$ cat src/rtl/spi_flash_pkg.sv
// Shared constants, state encoding and helpers for the SPI flash read arbiter.
package spi_flash_pkg;

    localparam logic [7:0]  CMD_READ       = 8'h03;
    localparam int unsigned WORD_BITS      = 32;
    localparam int unsigned XFER_BITS      = 64;
    localparam int unsigned STREAM_TIMEOUT = 16;
    localparam int unsigned ADDR_W         = 24;
    localparam int unsigned BIT_CNT_W      = 7;

    typedef enum logic [2:0] {
        ST_IDLE        = 3'd0,
        ST_SHIFT_OUT   = 3'd1,
        ST_SHIFT_IN    = 3'd2,
        ST_DONE        = 3'd3,
        ST_CS_HOLD     = 3'd4,
        ST_STREAM_WAIT = 3'd5
    } state_e;

    // Command/address frame for a word-aligned READ.
    function automatic logic [WORD_BITS-1:0] read_frame(input logic [ADDR_W-3:0] word_addr);
        return {CMD_READ, word_addr, 2'b00};
    endfunction

    // Wire order is byte0 first; the returned word is little-endian.
    function automatic logic [WORD_BITS-1:0] byte_swap(input logic [WORD_BITS-1:0] w);
        return {w[7:0], w[15:8], w[23:16], w[31:24]};
    endfunction

endpackage

$ cat src/rtl/spi_flash_bit_timer.sv
// SPI mode-0 bit timer: divides clk into fsclk half-periods and counts bits.
module spi_flash_bit_timer
    import spi_flash_pkg::*;
#(
    parameter int unsigned CLK_DIV = 2
) (
    input  logic                 clk,
    input  logic                 rst,
    input  logic                 start,
    input  logic [BIT_CNT_W-1:0] nbits,
    output logic                 fsclk,
    output logic [BIT_CNT_W-1:0] bit_idx,
    output logic                 fall_c,
    output logic                 sample_c,
    output logic                 done_c
);

    localparam int unsigned DIV_W = 8;
    localparam logic [DIV_W-1:0] DIV_LAST = DIV_W'(CLK_DIV - 1);

    logic                 running;
    logic [DIV_W-1:0]     div_cnt;
    logic [BIT_CNT_W-1:0] nbits_q;
    logic                 phase_end_c;

    // fall_c marks the last cycle of a bit; sample_c the first high cycle.
    always_comb begin
        phase_end_c = running && (div_cnt == DIV_LAST);
        fall_c      = phase_end_c && fsclk;
        sample_c    = running && fsclk && (div_cnt == '0);
        done_c      = fall_c && (bit_idx == BIT_CNT_W'(nbits_q - BIT_CNT_W'(1)));
    end

    always_ff @(posedge clk) begin
        if (rst) begin
            running <= 1'b0;
            div_cnt <= '0;
            fsclk   <= 1'b0;
            bit_idx <= '0;
            nbits_q <= '0;
        end else if (start) begin
            running <= 1'b1;
            div_cnt <= '0;
            fsclk   <= 1'b0;
            bit_idx <= '0;
            nbits_q <= nbits;
        end else if (running) begin
            if (phase_end_c) begin
                div_cnt <= '0;
                fsclk   <= ~fsclk;
                if (fsclk) begin
                    if (done_c) begin
                        running <= 1'b0;
                    end else begin
                        bit_idx <= bit_idx + BIT_CNT_W'(1);
                    end
                end
            end else begin
                div_cnt <= div_cnt + DIV_W'(1);
            end
        end
    end

endmodule

$ cat src/rtl/spi_flash_arb_ctrl.sv
// Two-port round-robin SPI flash READ controller (cmd 0x03, 24-bit addr, 32-bit data).
// Optional continuous-read streaming is enabled by defining SPI_FLASH_CONT_READ_EN.
module spi_flash_arb_ctrl
    import spi_flash_pkg::*;
#(
    parameter int unsigned CLK_DIV        = 2,
    parameter int unsigned CS_IDLE_CYCLES = 2
) (
    input  logic                 clk,
    input  logic                 rst,
    input  logic                 req0_valid,
    input  logic [ADDR_W-1:0]    req0_addr,
    output logic                 req0_ready,
    output logic                 req0_rvalid,
    output logic [WORD_BITS-1:0] req0_rdata,
    input  logic                 req1_valid,
    input  logic [ADDR_W-1:0]    req1_addr,
    output logic                 req1_ready,
    output logic                 req1_rvalid,
    output logic [WORD_BITS-1:0] req1_rdata,
    output logic                 fsclk,
    output logic                 fcen,
    output logic                 mosi,
    input  logic                 miso
);

    localparam int unsigned HOLD_W = 16;
    localparam logic [HOLD_W-1:0] HOLD_LAST = HOLD_W'(CS_IDLE_CYCLES - 1);

    state_e                 state;
    logic                   owner;
    logic                   rr_ptr;
    logic [WORD_BITS-1:0]   tx_sr;
    logic [WORD_BITS-1:0]   rx_sr;
    logic [WORD_BITS-1:0]   rx_next_c;
    logic [HOLD_W-1:0]      hold_cnt;
    logic                   grant_c;
    logic                   accept_c;
    logic [ADDR_W-3:0]      acc_word_c;
    logic                   t_start_c;
    logic [BIT_CNT_W-1:0]   t_nbits_c;
    logic [BIT_CNT_W-1:0]   t_bit_idx;
    logic                   t_fall_c;
    logic                   t_sample_c;
    logic                   t_done_c;
    logic                   unused_addr_bits;

`ifdef SPI_FLASH_CONT_READ_EN
    localparam int unsigned STREAM_CNT_W = 5;
    localparam logic [STREAM_CNT_W-1:0] STREAM_LAST = STREAM_CNT_W'(STREAM_TIMEOUT - 1);

    logic [ADDR_W-1:0]       last_addr;
    logic [STREAM_CNT_W-1:0] stream_cnt;
    logic                    own_valid_c;
    logic                    other_valid_c;
    logic                    seq_c;
`endif

    // Byte offset bits are forced to zero and never used.
    assign unused_addr_bits = ^{req0_addr[1:0], req1_addr[1:0]};

    always_comb begin
        grant_c    = (req0_valid && req1_valid) ? rr_ptr : req1_valid;
        accept_c   = (req0_ready && req0_valid) || (req1_ready && req1_valid);
        acc_word_c = owner ? req1_addr[ADDR_W-1:2] : req0_addr[ADDR_W-1:2];
        rx_next_c  = (state == ST_SHIFT_IN && t_sample_c) ? {rx_sr[WORD_BITS-2:0], miso} : rx_sr;
        t_start_c  = accept_c;
`ifdef SPI_FLASH_CONT_READ_EN
        t_nbits_c     = (state == ST_STREAM_WAIT) ? BIT_CNT_W'(WORD_BITS) : BIT_CNT_W'(XFER_BITS);
        own_valid_c   = owner ? req1_valid : req0_valid;
        other_valid_c = owner ? req0_valid : req1_valid;
        seq_c         = own_valid_c &&
                        ({acc_word_c, 2'b00} == ADDR_W'(last_addr + ADDR_W'(4)));
`else
        t_nbits_c     = BIT_CNT_W'(XFER_BITS);
`endif
    end

    spi_flash_bit_timer #(
        .CLK_DIV (CLK_DIV)
    ) u_bit_timer (
        .clk      (clk),
        .rst      (rst),
        .start    (t_start_c),
        .nbits    (t_nbits_c),
        .fsclk    (fsclk),
        .bit_idx  (t_bit_idx),
        .fall_c   (t_fall_c),
        .sample_c (t_sample_c),
        .done_c   (t_done_c)
    );

    // Transaction FSM; ready is raised for one cycle and consumed on the next.
    always_ff @(posedge clk) begin
        if (rst) begin
            state       <= ST_IDLE;
            owner       <= 1'b0;
            rr_ptr      <= 1'b0;
            tx_sr       <= '0;
            rx_sr       <= '0;
            hold_cnt    <= '0;
            fcen        <= 1'b1;
            mosi        <= 1'b0;
            req0_ready  <= 1'b0;
            req1_ready  <= 1'b0;
            req0_rvalid <= 1'b0;
            req1_rvalid <= 1'b0;
            req0_rdata  <= '0;
            req1_rdata  <= '0;
`ifdef SPI_FLASH_CONT_READ_EN
            last_addr   <= '0;
            stream_cnt  <= '0;
`endif
        end else begin
            req0_rvalid <= 1'b0;
            req1_rvalid <= 1'b0;
            rx_sr       <= rx_next_c;
            case (state)
                ST_IDLE: begin
                    if (req0_ready || req1_ready) begin
                        req0_ready <= 1'b0;
                        req1_ready <= 1'b0;
                        if (accept_c) begin
                            state  <= ST_SHIFT_OUT;
                            fcen   <= 1'b0;
                            tx_sr  <= read_frame(acc_word_c);
                            mosi   <= CMD_READ[7];
                            rr_ptr <= ~owner;
`ifdef SPI_FLASH_CONT_READ_EN
                            last_addr <= {acc_word_c, 2'b00};
`endif
                        end
                    end else if (req0_valid || req1_valid) begin
                        owner      <= grant_c;
                        req0_ready <= ~grant_c;
                        req1_ready <= grant_c;
                    end
                end
                ST_SHIFT_OUT: begin
                    if (t_fall_c) begin
                        if (t_bit_idx == BIT_CNT_W'(WORD_BITS - 1)) begin
                            state <= ST_SHIFT_IN;
                            mosi  <= 1'b0;
                        end else begin
                            mosi  <= tx_sr[WORD_BITS-2];
                            tx_sr <= {tx_sr[WORD_BITS-2:0], 1'b0};
                        end
                    end
                end
                ST_SHIFT_IN: begin
                    if (t_done_c) begin
                        state <= ST_DONE;
                        if (owner) begin
                            req1_rvalid <= 1'b1;
                            req1_rdata  <= byte_swap(rx_next_c);
                        end else begin
                            req0_rvalid <= 1'b1;
                            req0_rdata  <= byte_swap(rx_next_c);
                        end
                    end
                end
                ST_DONE: begin
`ifdef SPI_FLASH_CONT_READ_EN
                    state      <= ST_STREAM_WAIT;
                    stream_cnt <= '0;
`else
                    state    <= ST_CS_HOLD;
                    fcen     <= 1'b1;
                    hold_cnt <= '0;
`endif
                end
                ST_CS_HOLD: begin
                    if (hold_cnt == HOLD_LAST) begin
                        state <= ST_IDLE;
                    end else begin
                        hold_cnt <= hold_cnt + HOLD_W'(1);
                    end
                end
`ifdef SPI_FLASH_CONT_READ_EN
                // Chip select stays low; only the next sequential word of the owner continues.
                ST_STREAM_WAIT: begin
                    stream_cnt <= stream_cnt + STREAM_CNT_W'(1);
                    if (req0_ready || req1_ready) begin
                        req0_ready <= 1'b0;
                        req1_ready <= 1'b0;
                        if (accept_c) begin
                            state     <= ST_SHIFT_IN;
                            last_addr <= {acc_word_c, 2'b00};
                            rr_ptr    <= ~owner;
                        end else begin
                            state    <= ST_CS_HOLD;
                            fcen     <= 1'b1;
                            hold_cnt <= '0;
                        end
                    end else if (seq_c) begin
                        req0_ready <= ~owner;
                        req1_ready <= owner;
                    end else if (other_valid_c || own_valid_c || stream_cnt == STREAM_LAST) begin
                        state    <= ST_CS_HOLD;
                        fcen     <= 1'b1;
                        hold_cnt <= '0;
                    end
                end
`endif
                default: begin
                    state <= ST_IDLE;
                    fcen  <= 1'b1;
                end
            endcase
        end
    end

endmodule

$ cat config.mk
export PLATFORM = sky130hd
export DESIGN_NAME = spi_flash_arb_ctrl
export DESIGN_NICKNAME = d
export VERILOG_FILES = /design/src/rtl/spi_flash_pkg.sv /design/src/rtl/spi_flash_bit_timer.sv /design/src/rtl/spi_flash_arb_ctrl.sv
export SDC_FILE = /design/constraint.sdc
export NUM_CORES = 1
export LEC_CHECK = 0
export CAP_MARGIN = 10
export CORE_MARGIN = 2
export CORE_UTILIZATION = 48
export CTS_CLUSTER_DIAMETER = 80
export CTS_CLUSTER_SIZE = 30
export DETAILED_ROUTE_END_ITERATION = 6
export PLACE_DENSITY = 0.82
export SYNTH_ARGS = -nofsm -noshare
export SYNTH_HDL_FRONTEND = slang
export SYNTH_SLANG_ARGS = --single-unit
$ cat constraint.sdc
create_clock -name clk -period 2.09 [get_ports clk]
set_input_delay 0.418 -clock clk [delete_from_list [all_inputs] [get_ports clk]]
set_output_delay 0.418 -clock clk [all_outputs]
set_load 0.02 [all_outputs]
# == Word level (Yosys, flattened, before mapping) ==
# Cells that the tools add are included.
# op_classes
n_eq_ne,16
n_addsub,4
n_reduce_logical,32
bitwise,7
muxes,35
# op_table
operator,n
$mux W31,4
$pmux W31 S2,1
$mux W32,1
$pmux W16 S2,1
$mux W22,1
$mux W3,6
$add A16 B1 Y16 const B,1
$eq A16 B1 Y1 const B,1
$mux W1,16
$mux W16,1
$ne A2 B2 Y1 const B,8
$pmux W3 S5,1
$reduce_and A3 Y1,5
$logic_and A1 B1 Y1,9
$add A8 B1 Y8 const B,1
$eq A8 B1 Y1 const B,1
$logic_not A8 Y1,1
$mux W8,1
$reduce_and A4 Y1,2
$add A7 B1 Y7 const B,1
$eq A7 B5 Y1 const B,1
$eq A7 B7 Y1,1
$not A1 Y1,7
$sub A7 B1 Y7 const B,1
12 further kinds,21
# word_totals
in_bits,53
output_inout_bits,71
reg_bits,172

# == Logic depth before layout (Yosys ltp) ==
# Gate-level depths: netlist of run 1.
# depth
word_depth,9
ltp_mapped,8
ltp_nobuf,6

# == By module ==
# A second synthesis of run 1 with hierarchy kept.
# hier_totals
cells_unflattened,859
hier_area_um2,7521.0
# modules_own_cells
module,area_per_inst_um2,cells_per_inst,instances,seq_area_each_um2
spi_flash_arb_ctrl,6180.9,700,1,3042.9
spi_flash_bit_timer,1340.0,159,1,480.5

# == Worst setup path after synthesis of run 1 ==
# Ideal clock, no wire load.
# synth_timing
path_type,register to register
from,reg u_bit_timer.bit_idx[0]
to,reg req1_rdata[29]
period_less_slack_ns,2.010
n_path_buf,2
stages_incl_launch_ff,8
setup_ns,0.134
setup_slack_ns,0.080
arrival_time_ns,1.875
cell_sequence,dfxtp_1 -> ha_1 -> nand4_1 -> nor4_2 -> and2_1 -> clkbuf_1 -> buf_2 -> a211oi_1
# synth_between
elab_chain_cells,3
# synth_rtl
element,line,source
start: declaration,spi_flash_bit_timer.sv:12,"output logic [BIT_CNT_W-1:0] bit_idx,"
start signal: assignment,spi_flash_bit_timer.sv:55,bit_idx <= bit_idx + BIT_CNT_W'(1);
$eq A7 B7 Y1,spi_flash_bit_timer.sv:31,done_c = fall_c && (bit_idx == BIT_CNT_W'(nbits_q - BIT_CNT_W'(1)));
$logic_and A1 B1 Y1,spi_flash_bit_timer.sv:31,
$reduce_and A3 Y1 (no source line),-,
end signal: assignment,spi_flash_arb_ctrl.sv:155,req1_rdata <= byte_swap(rx_next_c);
end: declaration,spi_flash_arb_ctrl.sv:20,"output logic [WORD_BITS-1:0] req1_rdata,"
# Every way passes these cells.
# A chain may end at the register's enable or synchronous reset.

# == Final worst setup path of run 1 ==
# layout_timing
from,reg u_bit_timer.div_cnt[0]
to,reg req0_rdata[31]
# layout_between
elab_chain_cells,5
word_cells_on_any_way,9
# layout_rtl
element,line,source
start: declaration,spi_flash_bit_timer.sv:22,logic [DIV_W-1:0] div_cnt;
start signal: assignment,spi_flash_bit_timer.sv:59,div_cnt <= div_cnt + DIV_W'(1);
$eq A8 B1 Y1,spi_flash_bit_timer.sv:28,phase_end_c = running && (div_cnt == DIV_LAST);
$logic_and A1 B1 Y1,spi_flash_bit_timer.sv:28,
$logic_and A1 B1 Y1,spi_flash_bit_timer.sv:29,fall_c = phase_end_c && fsclk;
$logic_and A1 B1 Y1,spi_flash_bit_timer.sv:31,
$reduce_and A3 Y1 (no source line),-,
end signal: assignment,spi_flash_arb_ctrl.sv:158,req0_rdata <= byte_swap(rx_next_c);
end: declaration,spi_flash_arb_ctrl.sv:15,"output logic [WORD_BITS-1:0] req0_rdata,"
# Several ways; a longest one is shown, not always the timed one.

==> results of run 1 <==
==> final timing paths <==
path | from | slack, ns | depth (start not counted) | end
min | rst | 0.36 | 3 | hold_cnt[12]
max reg2reg | u_bit_timer.div_cnt[0] | 0.11 | 7 | req0_rdata[31]
max | u_bit_timer.div_cnt[0] | 0.11 | 7 | req0_rdata[31]
min reg2reg | tx_sr[5] | 0.46 | 2 | tx_sr[5]
==> cell type report <==
type,count,area share [%]
sequential,170,36.5
clock inverter,15,2.09
inverter,7,0.282
tap,184,2.47
multi-input combinational,535,37.7
clock buffer,17,4.57
timing repair buffer,153,16.3
==> registers in the layout, indices dropped and copies added (netlist names), 3 cells and up <==
signal               cells
req0_rdata              32
req1_rdata              32
rx_sr                   32
tx_sr                   29
hold_cnt                16
u_bit_timer.div_cnt      8
u_bit_timer.bit_idx      7
state                    3
==> cells by family after synthesis <==
family                   synth area share [%]
adder cells (fa/ha/maj)                  1.04
XOR/XNOR                                 1.70
AO/OA/AOI/OAI                            19.1
buffers and inverters                    4.34
flip-flops                               47.2
multiplexers                             11.1
AND/OR/NAND/NOR                          15.5
==> Yosys cell counts (all sizes together) (3+ instances only) <==
master / n / area (sq um)
ha: 6 / 75.1
o21ai: 13 / 65.1
o2111ai: 3 / 26.3
o211ai: 29 / 218
nand2b: 3 / 18.8
inv: 7 / 26.3
dfxtp: 170 / 3400
and4: 5 / 43.8
a211oi: 67 / 503
nand4: 11 / 68.8
nand2: 60 / 225
nor2: 61 / 229
nor4: 9 / 83.8
a21oi: 89 / 445
mux2i: 78 / 781
xor2: 7 / 61.3
nand3: 19 / 95.1
xnor2: 7 / 61.3
or4: 4 / 30.0
buf: 22 / 133
and2: 4 / 25.0
o31ai: 5 / 37.5
nor3b: 3 / 27.5
clkbuf: 41 / 154
nor3: 11 / 55.1
or3: 13 / 81.3
==> stage by stage <==
step | cells | util, % | hold slack (ns)
floorplan | 775 | - | 0.439
global placement | 1049 | 59.6 | 0.446
detailed placement | 1049 | 59.6 | 0.453
CTS | 1081 | 63.8 | 0.352
global route | 1081 | 63.9 | 0.365
finish | 1081 | 63.9 | 0.361
==> power groups by stage <==
stage               Sequential (mW)  Clock [mW]  Combinational, mW
floorplan                      3.41           0              0.331
global placement               3.40           0              0.531
detailed placement             3.40           0              0.541
CTS                            3.33        3.29              0.546
global route                   3.34        3.43              0.601
finish                         3.33        3.25              0.544
==> repair_timing <==
action	in CTS	in global routing
endpoints found under the setup margin	0	8
hold buffers	0	0
resized for setup	0	2
==> per-layer routing <==
| metal | GRT usage (%) | vias to the layer above | wire (um) |
|---|---|---|---|
| li1 | - | 3071 | - |
| met1 | 27.8 | 2933 | 7680 |
| met2 | 35.9 | 168 | 8400 |
| met3 | 7.76 | 24 | 1240 |
| met4 | 6.92 | 0 | 241 |
| met5 | 0 | - | 0 |
==> worst min-delay path, delay by kind of cell <==
kind | cells | cell delay [ns]
compound gates | 1 | 0.05
simple gates | 1 | 0.12
buf+inv | 1 | 0.15
==> out/metrics.yaml, run 1 <==
timing:
  fin_crit_sh_pct: 94.7
  timing.fmax_ghz: 0.505
  setup_viol: 0
  fin_crit_ns: 1.98
  hold_viol_final: 0
  maxSlewHeadroom_pct: 61.9
  finClkSkew_ns: 0.00971
  rsz0062_at_grt: "false"
  worst_slack_ns: 0.110
  setup_tns_ns: 0
  drv_slew: 0
  worst_slew_pin_slew_ns: 0.567
global_routing:
  grt_max_degree: 53
  grt_overflow: 0
  grt_pass1_wl_um: 29300
  grt_antenna_before_repair: 0
  grt_pass1_vias: 6026
  grt_util_all_layers_pct: 22.2
synthesis:
  synth-edff-count: 0
  synth_seq_cells: 170
  ys_seq_area_share_pct: 47.2
  synthesis.nets: 834
  ys_types: 56
  ys.flop_type: "dfxtp_1"
  synth.cell_area_sq_um: 7210
  avgSynthCellArea_sq_um: 9.31
  yosysWarnings: 0
  synthArstFlopShare_pct: 0
  synthCells: 775
clock_tree:
  cts_setup_buffers: 0
  htree_levels: 4
  root_buffer: "clkbuf_16"
  numCtsBuffers: 17
  cts.clk_slew.worst_paths_ns: 0.07
  cts_num_sinks: 170
  cts_buffer_depth: 2
  clkLatencyLatePin_ns: 0.43
  cts_tree: "built"
min_path:
  hp-class: "in2reg"
power_and_ir_drop:
  p_int_mw: 5.30
  p_per_area_nw_per_um2: 764
  pwr-share-clk_pct: 45.6
  power.total_mw: 7.12
  swShare_pct: 25.7
  p_leak_nw: 3.52
  power_frac_seq_pct: 46.8
  switchingPower_mw: 1.83
  ir_drop_mv: 0.644
  pwr-share-comb_pct: 7.6
worst_setup_path:
  critPathKind: "reg2reg"
  critPathArrivalTime_ns: 2.27
  critPathRequiredTime_ns: 2.38
  max_stage_delay_ns: 0.36
  crit_family: "simple AND/OR/NAND/NOR gates"
  cp_num_buf_inv: 2
  critPathCaptureType: "flop"
  slowest_stage: "dfxtp_1"
  crit_path_start_kind: "flop"
  critPathMaxFanout: 32
  cp_cell_sequence: "inv_1 -> ha_1 -> nor4bb_1 -> nand4_1 -> buf_12 -> mux2i_1 -> a211oi_1"
drt:
  drtIter0Drc: 411
  ant_nets: 0
  drc: 0
  vias: 6196
  wl_um: 17600
  vias_per_cell: 5.73
  post_drt_wl_per_cell_um: 16.2
  dr.pass1.iters: 5
layout:
  antenna_cells: 0
  final_cell_mix: "dfxtp_1 (170), clkdlybuf4s50_1 (118), a21oi_1 (88)"
  multi_input_area_sq_um: 3510
  regArea_sq_um: 3400
  syn_to_final_growth_pct: 29.2
  fin_area_sq_um: 9320
  final_common_cell: "dfxtp_1"
  final_nets: 943
  nFillCells: 1119
  layout-drive-gt1-share_pct: 8.81
die:
  start_util_pct: 49.4
  io-pin-count: 124
  rows: 44
  die-height_um: 127
  dieArea_sq_um: 16000
  design.core.area_sq_um: 14600
  fp.dieW_um: 127
place:
  dp_slack_ns: 0.0653
  routabilityCongestion: 0.843
  port_buffers: 119
  dp_hpwl_um: 11400
  placed_cell_area_sq_um: 8690
run_status:
  status: "finished, final reports clean"
job:
  drv_cap: 0
Note: power is estimated with default switching activity, not from simulation.
==> run 2: changes to the inputs <==
--- a/config.mk
+++ b/config.mk
@@ -7,7 +7,7 @@
 export LEC_CHECK = 0
 export CAP_MARGIN = 10
 export CORE_MARGIN = 2
-export CORE_UTILIZATION = 48
+export CORE_UTILIZATION = 50
 export CTS_CLUSTER_DIAMETER = 80
 export CTS_CLUSTER_SIZE = 30
 export DETAILED_ROUTE_END_ITERATION = 6
==> constraint.sdc (replaced) <==
create_clock -name clk -period 2.01 [get_ports clk]
set_input_delay 0.402 -clock clk [delete_from_list [all_inputs] [get_ports clk]]
set_output_delay 0.402 -clock clk [all_outputs]
set_load 0.02 [all_outputs]
==> run 2 against run 1 <==
Hold slack got worse by 0.051 ns. Highest routed layer unchanged. Critical path type unchanged. Critical endpoint is now req1_rdata[22]. Clock skew barely moved. Combinational power rose by 5.0%. Design area rose by 0.67%. Total power rose by 0.59%. Via count rose by 0.53%. Cell count barely moved.
==> out/metrics.yaml, run 2 (synthesized netlist as in run 1, its figures left out) <==
timing:
  worst_slack_ns: 0.0688
  setup_viol: 0
  drv_slew: 0
  hold_viol_final: 0
  rsz0062_at_grt: "true"
  fin_crit_sh_pct: 96.6
  finClkSkew_ns: 0.00922
  worst_slew_pin_slew_ns: 0.628
  fin_crit_ns: 1.94
  maxSlewHeadroom_pct: 58.1
  timing.fmax_ghz: 0.515
die:
  fp.dieW_um: 124
  start_util_pct: 51.6
  io-pin-count: 124
  design.core.area_sq_um: 14000
  die-height_um: 124
  dieArea_sq_um: 15400
  rows: 43
clock_tree:
  root_buffer: "clkbuf_16"
  cts_tree: "built"
  cts_num_sinks: 170
  cts.hold.buffers_added: 0
  cts_buffer_depth: 2
  htree_levels: 4
  numCtsBuffers: 17
  cts.clk_slew.worst_paths_ns: 0.07
  clkLatencyLatePin_ns: 0.43
power_and_ir_drop:
  p_leak_nw: 3.50
  p_per_area_nw_per_um2: 764
  swShare_pct: 25.0
  switchingPower_mw: 1.79
  pwr-share-comb_pct: 8.0
  pwr-share-clk_pct: 43.7
  power_frac_seq_pct: 48.4
  ir_drop_mv: 0.967
  p_int_mw: 5.38
drt:
  drtIter0Drc: 467
  dr.pass1.iters: 5
  ant_nets: 0
  drc: 0
  wl_um: 17600
  post_drt_wl_per_cell_um: 16.3
  vias: 6229
  vias_per_cell: 5.77
worst_setup_path:
  critPathRequiredTime_ns: 2.28
  critPathKind: "reg2reg"
  critPathCaptureType: "flop"
  crit_start: "u_bit_timer.bit_idx[0]"
  rr_startpoint: "u_bit_timer.bit_idx[0]"
  critPathMaxFanout: 16
  critPathArrivalTime_ns: 2.22
  crit_path_start_kind: "flop"
layout:
  top_regs: "req0_rdata x32, req1_rdata x32, rx_sr x32"
  syn_to_final_growth_pct: 30.1
  antenna_cells: 0
  fin_area_sq_um: 9380
  final_nets: 946
  final_common_cell: "dfxtp_1"
  final_cell_mix: "dfxtp_1 (170), clkdlybuf4s50_1 (118), a21oi_1 (88)"
  layout-drive-gt1-share_pct: 10.2
run_status:
  status: "finished, final reports clean"
place:
  dp_hpwl_um: 11000
  dp_slack_ns: 0.0482
  port_buffers: 119
  routabilityCongestion: 0.804
  placed_cell_area_sq_um: 8710
job:
  drv_cap: 0
global_routing:
  grt_pass1_vias: 5880
  grt_overflow: 0
  grt_pass1_wl_um: 28400
  grt_antenna_before_repair: 0
  grt_util_all_layers_pct: 23.2
  grt_max_degree: 62
min_path:
  hp-start: "rst"
  hp-class: "in2reg"
[run 2: power groups by stage]
stage / Clock [mW] / Sequential (mW) / Combinational (mW)
final: 3.13 / 3.47 / 0.571
after global routing: 3.31 / 3.47 / 0.631
after CTS: 3.18 / 3.46 / 0.571
after detailed placement: 0 / 3.54 / 0.567
after global placement: 0 / 3.54 / 0.557
after floorplan: 0 / 3.54 / 0.344
[run 2: worst max-delay path, cell delays in order (launching register included)]
cell	delay (ns)
dfxtp_1	0.38
ha_1	0.21
nand4_1	0.10
buf_4	0.19
nor4_4	0.21
buf_4	0.19
and2_2	0.22
clkbuf_16	0.20
a211oi_2	0.08
[run 2: timing repair]
action / CTS / global route
setup buffers: 0 / 1
gates resized for setup: 0 / 11
setup endpoints to repair: 0 / 63
[run 2: path summary, 6_finish.rpt]
kind | endpoint | slack (ns) | depth (start not counted)
worst min-delay path | u_bit_timer.running | 0.31 | 2
worst max register to register | req1_rdata[22] | 0.07 | 8
worst max-delay path | req1_rdata[22] | 0.07 | 8
worst min register to register | tx_sr[20] | 0.46 | 2
[run 2: per-layer routing]
| layer | vias up | GRT usage [%] | share of wire [%] |
|---|---|---|---|
| li1 | 3073 | - | - |
| met1 | 2990 | 29.5 | 44 |
| met2 | 148 | 37.7 | 49 |
| met3 | 18 | 7.69 | 6.6 |
| met4 | 0 | 6.39 | 0.99 |
| met5 | - | 0 | 0 |
[run 2: area by class of cell]
cell class	instances	area [sq um]
clock inverter	14	131
tap	180	225
timing repair buffer	156	1600
sequential	170	3400
multi-input combinational	535	3550
inverter	7	26.3
clock buffer	18	439
fill	1132	4610
[run 2: per-stage QoR]
stage	utilization (%)	setup TNS [ns]	power (mW)	instances	hold WS, ns
floorplan	-	0	3.88	775	0.439
detailed placement	62.3	0	4.11	1045	0.454
CTS	66.3	0	7.21	1077	0.302
global route	67.1	-0.636	7.41	1080	0.327
finish	67.1	0	7.16	1080	0.310
global placement	62.3	0	4.10	1045	0.445
